[src/rtl/ewrapper_io_tx_serializer_pkg.sv]
// ----------------------------------------------------------------------------
// ewrapper_io_tx_serializer_pkg
// Shared definitions for the eLink transmit serializer and receive
// deserializer. The slot-mapping function is the one definition of which word
// bit travels on which lane in which phase.
//   NLANES        : number of serial lanes
//   PHASES        : fast-clock cycles per parallel word
//   BITS_PER_LANE : bits each lane carries per word (MSB first)
//   slot_bit()    : (lane, phase, odd) -> bit index inside the parallel word
// ----------------------------------------------------------------------------
package ewrapper_io_tx_serializer_pkg;

    localparam int NLANES        = 9;
    localparam int PHASES        = 4;
    localparam int BITS_PER_LANE = 8;

    // Phase k carries bits 7-2k (even, rising edge) and 6-2k (odd, falling
    // edge) of each lane's byte.
    function automatic int slot_bit(input int lane, input int phase, input bit odd);
        return BITS_PER_LANE * lane + (BITS_PER_LANE - 1) - 2 * phase - int'(odd);
    endfunction

endpackage

[src/rtl/ewrapper_io_tx_serializer_if.sv]
// ----------------------------------------------------------------------------
// ewrapper_io_tx_serializer_if
// Valid/ready word interface into the transmit serializer.
//   tx_data  : parallel word, lane p owns bits [8p+7:8p]
//   tx_valid : tx_data valid
//   tx_ready : serializer queue can accept a word this cycle
// master = word producer, slave = serializer.
// ----------------------------------------------------------------------------
interface ewrapper_io_tx_serializer_if
    import ewrapper_io_tx_serializer_pkg::*;
#(
    parameter int NLANES = ewrapper_io_tx_serializer_pkg::NLANES
);

    logic [BITS_PER_LANE*NLANES-1:0] tx_data;
    logic                            tx_valid;
    logic                            tx_ready;

    modport master (output tx_data, output tx_valid, input  tx_ready);
    modport slave  (input  tx_data, input  tx_valid, output tx_ready);

endinterface

[src/rtl/ewrapper_tx_fifo2.sv]
// ----------------------------------------------------------------------------
// ewrapper_tx_fifo2
// Two-entry queue feeding the serializer's shift register.
//   rxi_lclk, reset : clock, asynchronous active-high reset
//   push, push_data : write one word (caller guarantees not full)
//   pop             : drop the head word (caller guarantees not empty)
//   full, empty     : occupancy flags from the registered count
//   head            : oldest stored word
// ----------------------------------------------------------------------------
module ewrapper_tx_fifo2 #(
    parameter int W = 72
) (
    input  logic         rxi_lclk,
    input  logic         reset,
    input  logic         push,
    input  logic [W-1:0] push_data,
    input  logic         pop,
    output logic         full,
    output logic         empty,
    output logic [W-1:0] head
);

    logic [W-1:0] mem [2];
    logic         wr_ptr;
    logic         rd_ptr;
    logic [1:0]   count;

    // NOTE: sequential state uses non-blocking assignments so every register
    // samples pre-edge values, independent of block ordering.
    always_ff @(posedge rxi_lclk or posedge reset) begin
        if (reset) begin
            wr_ptr <= 1'b0;
            rd_ptr <= 1'b0;
            count  <= 2'd0;
        end else begin
            if (push) wr_ptr <= ~wr_ptr;
            if (pop)  rd_ptr <= ~rd_ptr;
            case ({push, pop})
                2'b10:   count <= count + 2'd1;
                2'b01:   count <= count - 2'd1;
                default: count <= count;
            endcase
        end
    end

    // NOTE: storage carries no reset; contents are only observed through
    // count, so clearing it would add reset fan-out for nothing.
    always_ff @(posedge rxi_lclk) begin
        if (push) mem[wr_ptr] <= push_data;
    end

    assign full  = (count == 2'd2);
    assign empty = (count == 2'd0);
    assign head  = mem[rd_ptr];

endmodule

[src/rtl/ewrapper_io_tx_serializer.sv]
// ----------------------------------------------------------------------------
// ewrapper_io_tx_serializer
// Serializes 72-bit words (9 lanes x 8 bits) over four rxi_lclk cycles as
// per-lane even/odd DDR bit pairs for the ODDR/OBUFDS stage in the IO wrapper.
//   rxi_lclk, reset : fast link clock, asynchronous active-high reset
//   elink_invert    : quasi-static lane data inversion (1 for E64)
//   tx_if           : valid/ready word input (slave modport)
//   tx_even/tx_odd  : per-lane rising/falling-edge bit of the current cycle
//   tx_clk_div      : frame clock pattern 1,1,0,0
//   tx_frame_start  : high in phase 0 of every word
//   tx_underrun     : sticky flag, a data word was followed by idle
//   underrun_clr    : synchronous clear of tx_underrun
// ----------------------------------------------------------------------------
module ewrapper_io_tx_serializer
    import ewrapper_io_tx_serializer_pkg::*;
#(
    parameter int                                NLANES    = ewrapper_io_tx_serializer_pkg::NLANES,
    parameter logic [BITS_PER_LANE*NLANES-1:0]   IDLE_WORD = '0
) (
    input  logic                       rxi_lclk,
    input  logic                       reset,
    input  logic                       elink_invert,
    ewrapper_io_tx_serializer_if.slave tx_if,
    output logic [NLANES-1:0]          tx_even,
    output logic [NLANES-1:0]          tx_odd,
    output logic                       tx_clk_div,
    output logic                       tx_frame_start,
    output logic                       tx_underrun,
    input  logic                       underrun_clr
);

    localparam int DW = BITS_PER_LANE * NLANES;
    localparam int IW = $clog2(DW);
    localparam int PW = $clog2(PHASES);
    localparam logic [PW-1:0] PH_LAST = PW'(PHASES - 1);

    logic [PW-1:0]     phase;
    logic [PW-1:0]     next_phase;
    logic [DW-1:0]     word;
    logic [DW-1:0]     next_word;
    logic [NLANES-1:0] next_even;
    logic [NLANES-1:0] next_odd;
    logic              last_load_data;
    logic              load;
    logic              push;
    logic              pop;
    logic              fifo_full;
    logic              fifo_empty;
    logic [DW-1:0]     fifo_head;

    // Ready is forced low while reset is held so no word slips into a queue
    // that is about to be discarded.
    assign tx_if.tx_ready = ~reset & ~fifo_full;
    assign push           = tx_if.tx_valid & tx_if.tx_ready;
    assign load           = (phase == PH_LAST);
    assign pop            = load & ~fifo_empty;

    ewrapper_tx_fifo2 #(.W(DW)) u_fifo (
        .rxi_lclk  (rxi_lclk),
        .reset     (reset),
        .push      (push),
        .push_data (tx_if.tx_data),
        .pop       (pop),
        .full      (fifo_full),
        .empty     (fifo_empty),
        .head      (fifo_head)
    );

    // Outputs are registered, so the slot bits are selected from the word and
    // phase that will be current after this edge.
    // NOTE: every always_comb output gets a default first so no path can
    // leave it unassigned and infer a latch.
    always_comb begin
        next_phase = PW'(phase + 1'b1);
        next_word  = word;
        next_even  = '0;
        next_odd   = '0;
        if (load) next_word = fifo_empty ? IDLE_WORD : fifo_head;
        for (int p = 0; p < NLANES; p++) begin
            next_even[p] = next_word[IW'(slot_bit(p, int'(next_phase), 1'b0))] ^ elink_invert;
            next_odd[p]  = next_word[IW'(slot_bit(p, int'(next_phase), 1'b1))] ^ elink_invert;
        end
    end

    always_ff @(posedge rxi_lclk or posedge reset) begin
        if (reset) begin
            phase          <= PH_LAST;
            word           <= '0;
            tx_even        <= '0;
            tx_odd         <= '0;
            tx_clk_div     <= 1'b0;
            tx_frame_start <= 1'b0;
            last_load_data <= 1'b0;
            tx_underrun    <= 1'b0;
        end else begin
            phase          <= next_phase;
            word           <= next_word;
            tx_even        <= next_even;
            tx_odd         <= next_odd;
            tx_clk_div     <= (next_phase < PW'(2));
            tx_frame_start <= (next_phase == '0);
            if (load) last_load_data <= ~fifo_empty;
            // Set takes priority over a same-edge clear.
            if (load && fifo_empty && last_load_data) tx_underrun <= 1'b1;
            else if (underrun_clr)                    tx_underrun <= 1'b0;
        end
    end

endmodule

[src/flat_wrapper.sv]
// flat-port wrapper written by rule: the top's interface ports become plain ports
module ewrapper_io_tx_serializer_flat import ewrapper_io_tx_serializer_pkg::*;
#(
    parameter int                                NLANES    = ewrapper_io_tx_serializer_pkg::NLANES,
    parameter logic [BITS_PER_LANE*NLANES-1:0]   IDLE_WORD = '0
)
  (rxi_lclk, reset, elink_invert, tx_even, tx_odd, tx_clk_div, tx_frame_start, tx_underrun, underrun_clr, tx_if_tx_data, tx_if_tx_valid, tx_if_tx_ready);
  ewrapper_io_tx_serializer_if #(.NLANES(NLANES)) tx_if_i ();
  input  logic rxi_lclk;
  input  logic reset;
  input  logic elink_invert;
  output logic [NLANES-1:0] tx_even;
  output logic [NLANES-1:0] tx_odd;
  output logic tx_clk_div;
  output logic tx_frame_start;
  output logic tx_underrun;
  input  logic underrun_clr;
  input wire logic [$bits(tx_if_i.tx_data)-1:0] tx_if_tx_data;
  input wire logic [$bits(tx_if_i.tx_valid)-1:0] tx_if_tx_valid;
  output wire logic [$bits(tx_if_i.tx_ready)-1:0] tx_if_tx_ready;
  assign tx_if_i.tx_data = tx_if_tx_data;
  assign tx_if_i.tx_valid = tx_if_tx_valid;
  assign tx_if_tx_ready = tx_if_i.tx_ready;
  ewrapper_io_tx_serializer #(.NLANES(NLANES), .IDLE_WORD(IDLE_WORD)) u_core (.rxi_lclk(rxi_lclk), .reset(reset), .elink_invert(elink_invert), .tx_if(tx_if_i), .tx_even(tx_even), .tx_odd(tx_odd), .tx_clk_div(tx_clk_div), .tx_frame_start(tx_frame_start), .tx_underrun(tx_underrun), .underrun_clr(underrun_clr));
endmodule
[config.mk]
export PLATFORM = sky130hd
export DESIGN_NAME = ewrapper_io_tx_serializer_flat
export DESIGN_NICKNAME = d
export VERILOG_FILES = /design/src/rtl/ewrapper_io_tx_serializer_pkg.sv /design/src/rtl/ewrapper_io_tx_serializer_if.sv /design/src/rtl/ewrapper_tx_fifo2.sv /design/src/rtl/ewrapper_io_tx_serializer.sv /design/src/flat_wrapper.sv
export SDC_FILE = /design/constraint.sdc
export NUM_CORES = 1
export LEC_CHECK = 0
export BUFFER_PORTS_ARGS = -buffer_cell sky130_fd_sc_hd__buf_2
export CORE_ASPECT_RATIO = 1.2
export CORE_MARGIN = 3
export CORE_UTILIZATION = 52
export CTS_CLUSTER_DIAMETER = 30
export CTS_CLUSTER_SIZE = 8
export DETAILED_ROUTE_END_ITERATION = 8
export PLACE_DENSITY = 0.82
export SYNTH_ARGS = -nofsm -noshare
export SYNTH_HDL_FRONTEND = slang
export SYNTH_SLANG_ARGS = --single-unit
[constraint.sdc]
create_clock -name rxi_lclk -period 3.9 [get_ports rxi_lclk]
set_clock_uncertainty 0.1 [all_clocks]
set_input_delay 0.78 -clock rxi_lclk [delete_from_list [all_inputs] [get_ports rxi_lclk]]
set_output_delay 0.78 -clock rxi_lclk [all_outputs]
set_load 0.02 [all_outputs]
==> results.json, run 1 <==
{
  "reg2reg_depth": 5,
  "cap_violations": 0,
  "routed-via-count": 6238,
  "cp_max_fo": 56,
  "synth_area_leaders": "edfxtp_1 42%, dfrtp_1 24%, mux2_2 6.5%",
  "crit_required_ps": 4180,
  "syn-cell-area_sq_mm": 0.0103,
  "status": "finished, final reports clean",
  "synth_cells": 628,
  "yosysWarnings": 0,
  "holdWs_ps": 360,
  "post_cts_buffers": 0,
  "clockRootBuffer": "clkbuf_16",
  "endpoint_kind": "register",
  "diodes": 0,
  "grt_max_degree": 86,
  "fin_crit_sh_pct": 69.6,
  "total_power_mw": 9.39,
  "fmax_mhz": 368,
  "vias_per_cell": 6.09,
  "finalSetupViolCount": 0,
  "cts_resized": 0,
  "start_util_pct": 53.8,
  "p_per_area_mw_per_mm2": 756,
  "numCtsBuffers": 43,
  "first_global_vias": 6700,
  "seq_area_frac_synth_pct": 66.4,
  "start_kind": "register",
  "ys_types": 40,
  "fp.dieH_um": 160,
  "num_rows": 55,
  "nets": 815,
  "utilization_pct": 64.9,
  "drive_above_1_share_pct": 34.1,
  "topRoutingLayerUsed": "met5",
  "rsz0062_at_grt": "false",
  "vdd_drop_max_mv": 0.517,
  "power_leakage_nw": 4.90,
  "crit_type": "reg2reg",
  "synth_nets": 708,
  "yosys.area.top_type": "edfxtp_1",
  "clock_latency_ps": 510,
  "first_iter_violations": 580,
  "grt_usage_pct": 21.4,
  "dp_hpwl_um": 13900,
  "dr_wl_met2_um": 11700,
  "design.core.area_sq_mm": 0.0191,
  "overflow": 0,
  "period_needed_ps": 2710,
  "met3_length_um": 1140,
  "ant_nets": 0,
  "grt_pass1_wl_um": 36600,
  "htree_levels": 2,
  "postSynthAreaPerCell_sq_um": 16.4,
  "die_w_um": 134,
  "ys_ff_latch": 244,
  "cts_tree": "built",
  "fin_setup_tns_ps": 0,
  "totalWireLength_um": 22700,
  "wl_met1_um": 9230,
  "grt_antenna_before_repair": 1,
  "clockBufferDepth": 3,
  "post-synth-top-area-fraction_pct": 42.0,
  "hold_path.class": "in2reg",
  "area_growth_pct": 20.6,
  "tightest_slew_ps": 1260,
  "finalMaxSlewViolations": 0,
  "cts.sinks": 244,
  "dr.pass1.iters": 5,
  "ios": 99,
  "cp.arrival_ps": 2990,
  "holdPathStages": 1,
  "clkTransAtPathRegs_ps": 50,
  "die_area_sq_mm": 0.0215,
  "gp_congestion": 0.815,
  "hold_violations": 0,
  "routedWlPerCell_um": 22.2,
  "slew-limit-headroom_pct": 15.6,
  "port_buffers": 98,
  "holdBufCountCts": 0,
  "drc_errors": 0
}
[per-stage QoR]
step / setup slack (ps) / instance area, sq um / std cells
finish: 1190 / 12400 / 1025
global route: 1060 / 12400 / 1025
CTS: 1210 / 12400 / 1025
detailed placement: 1230 / 11000 / 946
global placement: 1270 / 11000 / 946
floorplan: 83.9 / 10300 / 628
[synth_stat cells]
library cell / count
edfxtp_1: 144
dfrtp_1: 98
mux2_2: 59
mux2i_1: 49
a221oi_1: 36
a22o_1: 36
o2bb2ai_1: 36
clkbuf_1: 19
nor3_1: 18
o21ai_0: 18
buf_2: 17
mux4_2: 15
or3b_1: 13
a22oi_1: 11
a22oi_2: 7
buf_4: 5
inv_1: 5
nor3b_1: 5
nor2_1: 4
xnor2_1: 4
buf_1: 3
ha_1: 3
mux4_1: 3
buf_6: 2
dfstp_2: 2
nand2_1: 2
a21o_1: 1
a21oi_1: 1
and3_1: 1
buf_12: 1
clkbuf_4: 1
clkinv_1: 1
inv_2: 1
nand2_2: 1
nand2b_1: 1
nor2b_1: 1
o21ai_1: 1
o32ai_1: 1
or2_2: 1
xor2_1: 1
[critical path, stage by stage (launching register included)]
cell,delay [ps]
dfstp_2,550
buf_12,310
clkinv_1,590
a221oi_1,550
nor3_1,120
or3b_1,360
[final timing paths]
path	start	endpoint	slack (ps)
hold / removal	tx_if_tx_data[3]	u_core.u_fifo.mem[0][3]	360
setup reg to reg	u_core.phase[0]	u_core.tx_odd[6]	1190
setup / recovery	u_core.phase[0]	u_core.tx_odd[6]	1190
hold reg to reg	u_core.word[50]	u_core.word[50]	380
max in group asynchronous	reset	u_core.word[65]	2360
min in group asynchronous	reset	u_core.tx_underrun	460
[sequential cells by signal (all words and copies together), names as in the netlist]
register	count
u_core.word	72
u_core.last_load_data	1
u_core.tx_clk_div	1
u_core.tx_odd	9
u_core.u_fifo.wr_ptr	1
u_core.phase	2
u_core.tx_even	9
u_core.u_fifo.mem	144
u_core.tx_frame_start	1
u_core.u_fifo.count	2
u_core.u_fifo.rd_ptr	1
u_core.tx_underrun	1
[kinds of logic after synthesis]
family | synth area share, %
flops | 66.4
compound gates | 12.0
mux | 15.3
buf+inv | 2.74
simple gates | 2.87
xor+xnor | 0.426
fa+ha+maj | 0.365
[per-layer routing]
metal / GRT usage [%] / up-vias
met1: 27.7 / 3202
met5: 0 / -
met4: 8.06 / 2
met2: 35.8 / 218
li1: - / 2772
met3: 4.44 / 44
[cell type report]
class | count | area [sq um]
timing repair buffer | 110 | 643
clock inverter | 14 | 149
inverter | 7 | 30.0
clock buffer | 65 | 1240
multi-input combinational | 329 | 3190
sequential | 244 | 6830
tap | 256 | 320
fill | 1327 | 6720
[layout by cell type (no fill, tap or decap), drive strengths merged, types with 2 or more instances in the layout]
cell type,instances
mux4,18
a22oi,18
or3b,13
nand2,3
edfxtp,144
clkinv,12
mux2,59
bufinv,3
xnor2,4
o21ai,19
clkbuf,65
o2bb2ai,36
ha,3
nor2,4
buf,110
dfrtp,98
inv,5
nor3b,5
a221oi,36
dfstp,2
nor3,18
a22o,36
mux2i,49
[power breakdown]
group	leakage [nW]	switching (mW)	total, mW	internal (mW)
clock	0.678	1.16	3.54	2.38
combinational	1.69	0.918	1.99	1.07
sequential	2.53	0.429	3.85	3.42
total	4.90	2.51	9.39	6.88
(Power assumes the default switching activity.)
==> inputs of run 2 (changes only) <==
--- a/config.mk
+++ b/config.mk
@@ -12,7 +12,7 @@
 export CTS_CLUSTER_DIAMETER = 30
 export CTS_CLUSTER_SIZE = 8
 export DETAILED_ROUTE_END_ITERATION = 8
-export PLACE_DENSITY = 0.82
+export PLACE_DENSITY = 0.79
 export SYNTH_ARGS = -nofsm -noshare
 export SYNTH_HDL_FRONTEND = slang
 export SYNTH_SLANG_ARGS = --single-unit
==> constraint.sdc (replaced) <==
create_clock -name rxi_lclk -period 2.5 [get_ports rxi_lclk]
set_clock_uncertainty 0.1 [all_clocks]
set_input_delay 0.5 -clock rxi_lclk [delete_from_list [all_inputs] [get_ports rxi_lclk]]
set_output_delay 0.5 -clock rxi_lclk [all_outputs]
set_load 0.02 [all_outputs]
==> results.json, run 2 (synthesized netlist as in run 1, its figures left out) <==
{
  "reg2reg_depth": 5,
  "tightest_slew_ps": 645,
  "drive_above_1_share_pct": 35.4,
  "overflow": 0,
  "crit_required_ps": 2790,
  "swShare_pct": 27.1,
  "post_cts_buffers": 0,
  "cts_tree": "built",
  "start_util_pct": 53.8,
  "stdcell_area_sq_mm": 0.0126,
  "clock_latency_ps": 520,
  "clockBufferDepth": 3,
  "crit_chain": "buf_12 > mux4_1 > a22oi_1 > mux2i_1 > or3b_1",
  "placed_cell_area_sq_mm": 0.0112,
  "power_leakage_nw": 4.96,
  "hp-start": "underrun_clr",
  "numCtsBuffers": 43,
  "diodes": 0,
  "finalSetupViolCount": 0,
  "p_clk_share_pct": 37.2,
  "status": "finished, final reports clean",
  "die_area_sq_mm": 0.0215,
  "ant_nets": 0,
  "gp_congestion": 0.829,
  "num_rows": 55,
  "cap_violations": 0,
  "cp_slowest_cell": "mux4_1",
  "seqPwrFrac_pct": 40.3,
  "layout_common_cells": "144 x edfxtp_1, 98 x buf_2, 97 x dfrtp_1",
  "clockRootBuffer": "clkbuf_16",
  "hold_path.class": "in2reg",
  "slowest_delay_ps": 580,
  "r2r-start": "u_core.u_fifo.rd_ptr",
  "hold_violations": 0,
  "fin_setup_tns_ps": 0,
  "grt_pass1_wl_um": 36800,
  "r2r_end": "u_core.tx_odd[4]",
  "first_global_vias": 6847,
  "p_per_area_mw_per_mm2": 1170,
  "preCtsSetupSlack_ps": 67.9,
  "slew-limit-headroom_pct": 56.8,
  "cts.sinks": 244,
  "fmax_mhz": 416,
  "first_iter_violations": 474,
  "largestRegisters": "u_core.u_fifo.mem (144), u_core.word (72)",
  "fin_crit_sh_pct": 96.2,
  "p_sw_mw": 3.99,
  "rrSetupSlack_ps": 90,
  "vias_per_cell": 6.07,
  "rsz0062_at_grt": "false",
  "die_w_um": 134,
  "totalWireLength_um": 22600,
  "worst_slack_ps": 93.8,
  "vdd_drop_max_mv": 0.733,
  "p_comb_share_pct": 22.5,
  "drc_errors": 0,
  "crit_type": "reg2reg",
  "min_to": "u_core.tx_underrun",
  "cp.arrival_ps": 2700,
  "holdWs_ps": 60.8,
  "nets": 825,
  "holdPathStages": 2,
  "internal_power_mw": 10.8,
  "top_register": "u_core.u_fifo.mem",
  "fp.dieH_um": 160,
  "htree_levels": 2,
  "dp_hpwl_um": 14100,
  "start_kind": "register",
  "crit_family": "multiplexers",
  "worst-path-buf-inv": 1,
  "grt_max_degree": 117,
  "port_buffers": 98,
  "routedWlPerCell_um": 21.8,
  "endpoint_kind": "register",
  "instances_no_fill": 1036,
  "period_needed_ps": 2410,
  "dp.cells": 955,
  "ios": 99,
  "cp_max_fo": 23,
  "clkTransAtPathRegs_ps": 50,
  "finalMaxSlewViolations": 0,
  "area_growth_pct": 22.2,
  "routed-via-count": 6291,
  "grt_antenna_before_repair": 2,
  "grt_usage_pct": 21.4,
  "design.core.area_sq_mm": 0.0191,
  "layout_commonest_cell": "edfxtp_1",
  "dr.pass1.iters": 5,
  "largest_reg_flops": 144
}
[run 2: cell count changes in the layout (fill, tap and decap cells not counted), sizes merged]
cell,delta
dlygate4sd3,+1
buf,+9
clkbuf,+2
clkinvlp,+2
clkinv,-5
inv,+2
[run 2: what timing repair did]
action / CTS / global route
gates resized for setup: 0 / 3
hold buffers: 1 / 0
setup endpoints to repair: 0 / 18
endpoints found under the hold margin: 9 / 0
[run 2: layout make-up]
type | count | area (sq um)
well taps | 256 | 320
fillers | 1350 | 6560
clock inverters | 13 | 160
clock buffers | 67 | 1220
multi-input cells | 329 | 3220
flip-flops and latches | 244 | 6830
repair buffers | 120 | 796
inverters | 7 | 31.3
[run 2: power groups by stage]
stage,combinational (mW),clock (mW),sequential (mW)
final,3.31,5.49,5.95
after global routing,3.59,5.79,6.04
after CTS,3.35,5.58,5.92
after detailed placement,3.30,0,5.97
after global placement,3.20,0,5.89
after floorplan,2.44,0,5.88
[run 2: worst register-to-register path, delay by kind of cell (launching register included)]
family | cells | cell delay [ps]
compound gates | 1 | 230
flops | 1 | 530
buf+inv | 1 | 240
simple gates | 1 | 410
mux | 2 | 760
[run 2: worst max-delay path by stage]
stage | slack (ps) | end | startpoint | cells after the start
3_5_place_dp | 70 | u_core.tx_odd[5] | u_core.phase[0] | 4
5_1_grt | 5 | u_core.tx_even[0] | u_core.phase[0] | 6
4_1_cts | 40 | u_core.tx_odd[5] | u_core.phase[0] | 4
2_1_floorplan | 9 | u_core.u_fifo.mem[0][0] | u_core.u_fifo.count[0] | 4
6_report | 90 | u_core.tx_odd[4] | u_core.u_fifo.rd_ptr | 5
3_3_place_gp | 120 | u_core.tx_odd[4] | u_core.u_fifo.rd_ptr | 5
[run 2: per-stage QoR]
step	power, mW	utilization, %
2_1_floorplan	8.32	-
3_3_place_gp	9.09	58.4
3_5_place_dp	9.27	58.4
4_1_cts	14.8	65.7
5_1_grt	15.4	65.7
6_report	14.8	65.7
[run 2: routing by layer]
layer  share of wire (%)  up-vias  track usage (%)
met5                0.12        -                0
met4                 3.7        4             8.75
met3                 5.8       60             5.55
met2                  50      233             34.2
met1                  41     3210             28.2
li1                    -     2784                -
==> inputs of run 3 (changes only) <==
--- a/config.mk
+++ b/config.mk
@@ -12,7 +12,8 @@
 export CTS_CLUSTER_DIAMETER = 30
 export CTS_CLUSTER_SIZE = 8
 export DETAILED_ROUTE_END_ITERATION = 8
-export PLACE_DENSITY = 0.79
+export PLACE_DENSITY = 0.8
+export SETUP_SLACK_MARGIN = 0.1
 export SYNTH_ARGS = -nofsm -noshare
 export SYNTH_HDL_FRONTEND = slang
 export SYNTH_SLANG_ARGS = --single-unit
==> results.json, run 3 (synthesized netlist as in run 1, its figures left out) <==
{
  "rrSetupSlack_ps": 130,
  "diodes": 0,
  "numCtsBuffers": 41,
  "finalSetupViolCount": 0,
  "routed-via-count": 6267,
  "crit_chain": "ha_1 > clkinv_2 > buf_12 > a22oi_2 > mux2i_1 > or3b_1",
  "largestRegisters": "u_core.u_fifo.mem (144), u_core.word (72)",
  "clockRootBuffer": "clkbuf_16",
  "totalWireLength_um": 23100,
  "die_area_sq_mm": 0.0215,
  "area_growth_pct": 22.6,
  "start_util_pct": 53.8,
  "finalMaxSlewViolations": 0,
  "multi_input_area_sq_mm": 0.00324,
  "hold_path.class": "in2async",
  "grt_max_degree": 81,
  "crit_required_ps": 2770,
  "seq_area_sq_mm": 0.00683,
  "rsz0062_at_grt": "true",
  "drc_errors": 0,
  "die_w_um": 134,
  "first_global_vias": 6851,
  "slowest_delay_ps": 550,
  "cp.arrival_ps": 2640,
  "vias_per_cell": 6.01,
  "period_needed_ps": 2370,
  "vdd_drop_max_mv": 0.785,
  "start_kind": "register",
  "fin_setup_tns_ps": 0,
  "crit_type": "reg2reg",
  "status": "finished with violations",
  "p_per_area_mw_per_mm2": 1160,
  "overflow": 0,
  "holdWs_ps": -2.50,
  "drive_above_1_share_pct": 36.4,
  "tightest_slew_ps": 685,
  "cap_violations": 0,
  "reg2reg_depth": 6,
  "cts_tree": "built",
  "fin_crit_sh_pct": 94.8,
  "total_power_mw": 14.7,
  "ios": 99,
  "cp_slowest_cell": "dfstp_2",
  "layout_common_cells": "144 x edfxtp_1, 98 x buf_2, 97 x dfrtp_1",
  "cp_max_fo": 80,
  "crit_end": "u_core.tx_odd[0]",
  "layout_commonest_cell": "edfxtp_1",
  "grt_antenna_before_repair": 1,
  "gp_congestion": 0.809,
  "cp-startpoint": "u_core.phase[0]",
  "fmax_mhz": 422,
  "nets": 833,
  "routedWlPerCell_um": 22.2,
  "htree_levels": 2,
  "dp_hpwl_um": 14200,
  "utilization_pct": 66.0,
  "grt_pass1_wl_um": 36700,
  "dr.pass1.iters": 5,
  "r2r_end": "u_core.tx_odd[0]",
  "cts.sinks": 244,
  "largest_reg_flops": 144,
  "fill_cells": 1335,
  "first_iter_violations": 522,
  "fp.dieH_um": 160,
  "grt_usage_pct": 21.5,
  "clock_latency_ps": 510,
  "clockBufferDepth": 3,
  "clkTransAtPathRegs_ps": 50,
  "ant_nets": 0,
  "hold_violations": 1,
  "port_buffers": 98,
  "power_leakage_nw": 4.98,
  "design.core.area_sq_mm": 0.0191,
  "r2r-start": "u_core.phase[0]",
  "violations": "negative hold slack",
  "top_register": "u_core.u_fifo.mem",
  "holdBufCountCts": 0,
  "endpoint_kind": "register",
  "slew-limit-headroom_pct": 54.1,
  "num_rows": 55
}
## run 3: cell count changes in the layout (fill, tap and decap cells not counted), sizes merged
cell         change
clkinvlp         -2
buf             +10
bufinv           -1
clkbuf           +2
inv              -2
dlygate4sd3      -1
## run 3: final cells by class
cell class / count / area share, %
flip-flops and latches: 244 / 54.1
multi-input cells: 329 / 25.7
clock inverters: 8 / 0.803
repair buffers: 130 / 7.05
well taps: 256 / 2.54
clock buffers: 68 / 9.51
inverters: 7 / 0.248
## run 3: power by group
group / switching (mW) / internal (mW)
clock: 1.75 / 3.46
sequential: 0.594 / 5.34
combinational: 1.61 / 1.90
## run 3: through the flow
| step | cells | worst slack, ps | area (sq um) |
|---|---|---|---|
| 2_1_floorplan | 628 | 61.2 | 10300 |
| 3_3_place_gp | 960 | 41.5 | 11200 |
| 3_5_place_dp | 960 | 6.92 | 11200 |
| 4_1_cts | 1041 | 111 | 12600 |
| 5_1_grt | 1042 | 81.6 | 12600 |
| 6_report | 1042 | 130 | 12600 |
## run 3: how the worst min path moves through the flow
stage | startpoint | end | slack (ps) | cells after the start
2_1_floorplan | u_core.word[10] | u_core.word[10] | 350 | 1
4_1_cts | reset | u_core.u_fifo.wr_ptr | 6 | 2
6_report | reset | u_core.u_fifo.wr_ptr | -2 | 2
3_5_place_dp | u_core.last_load_data | u_core.last_load_data | 370 | 1
3_3_place_gp | u_core.word[35] | u_core.word[35] | 360 | 1
5_1_grt | reset | u_core.u_fifo.wr_ptr | 20 | 2
## run 3: worst max-delay path: cells and delay by family, from the launching register on
kind	cells	cell delay, ps
compound gates	1	360
fa+ha+maj	1	280
simple gates	1	400
mux	1	130
flops	1	550
buf+inv	2	340
## run 3: per-layer routing
metal	up-vias	global-route usage [%]	wire, um
met5	-	0	13
met1	3176	27.7	9350
met4	2	7.92	726
met3	46	5.01	1370
li1	2798	-	-
met2	245	35.9	11600
## run 3: repair_timing
| item | 4_1_cts | 5_1_grt |
|---|---|---|
| gates cloned | 0 | 1 |
| resized for setup | 0 | 8 |
| hold endpoints to repair | 0 | 0 |
| endpoints found under the setup margin | 8 | 5 |
| setup buffers | 5 | 0 |
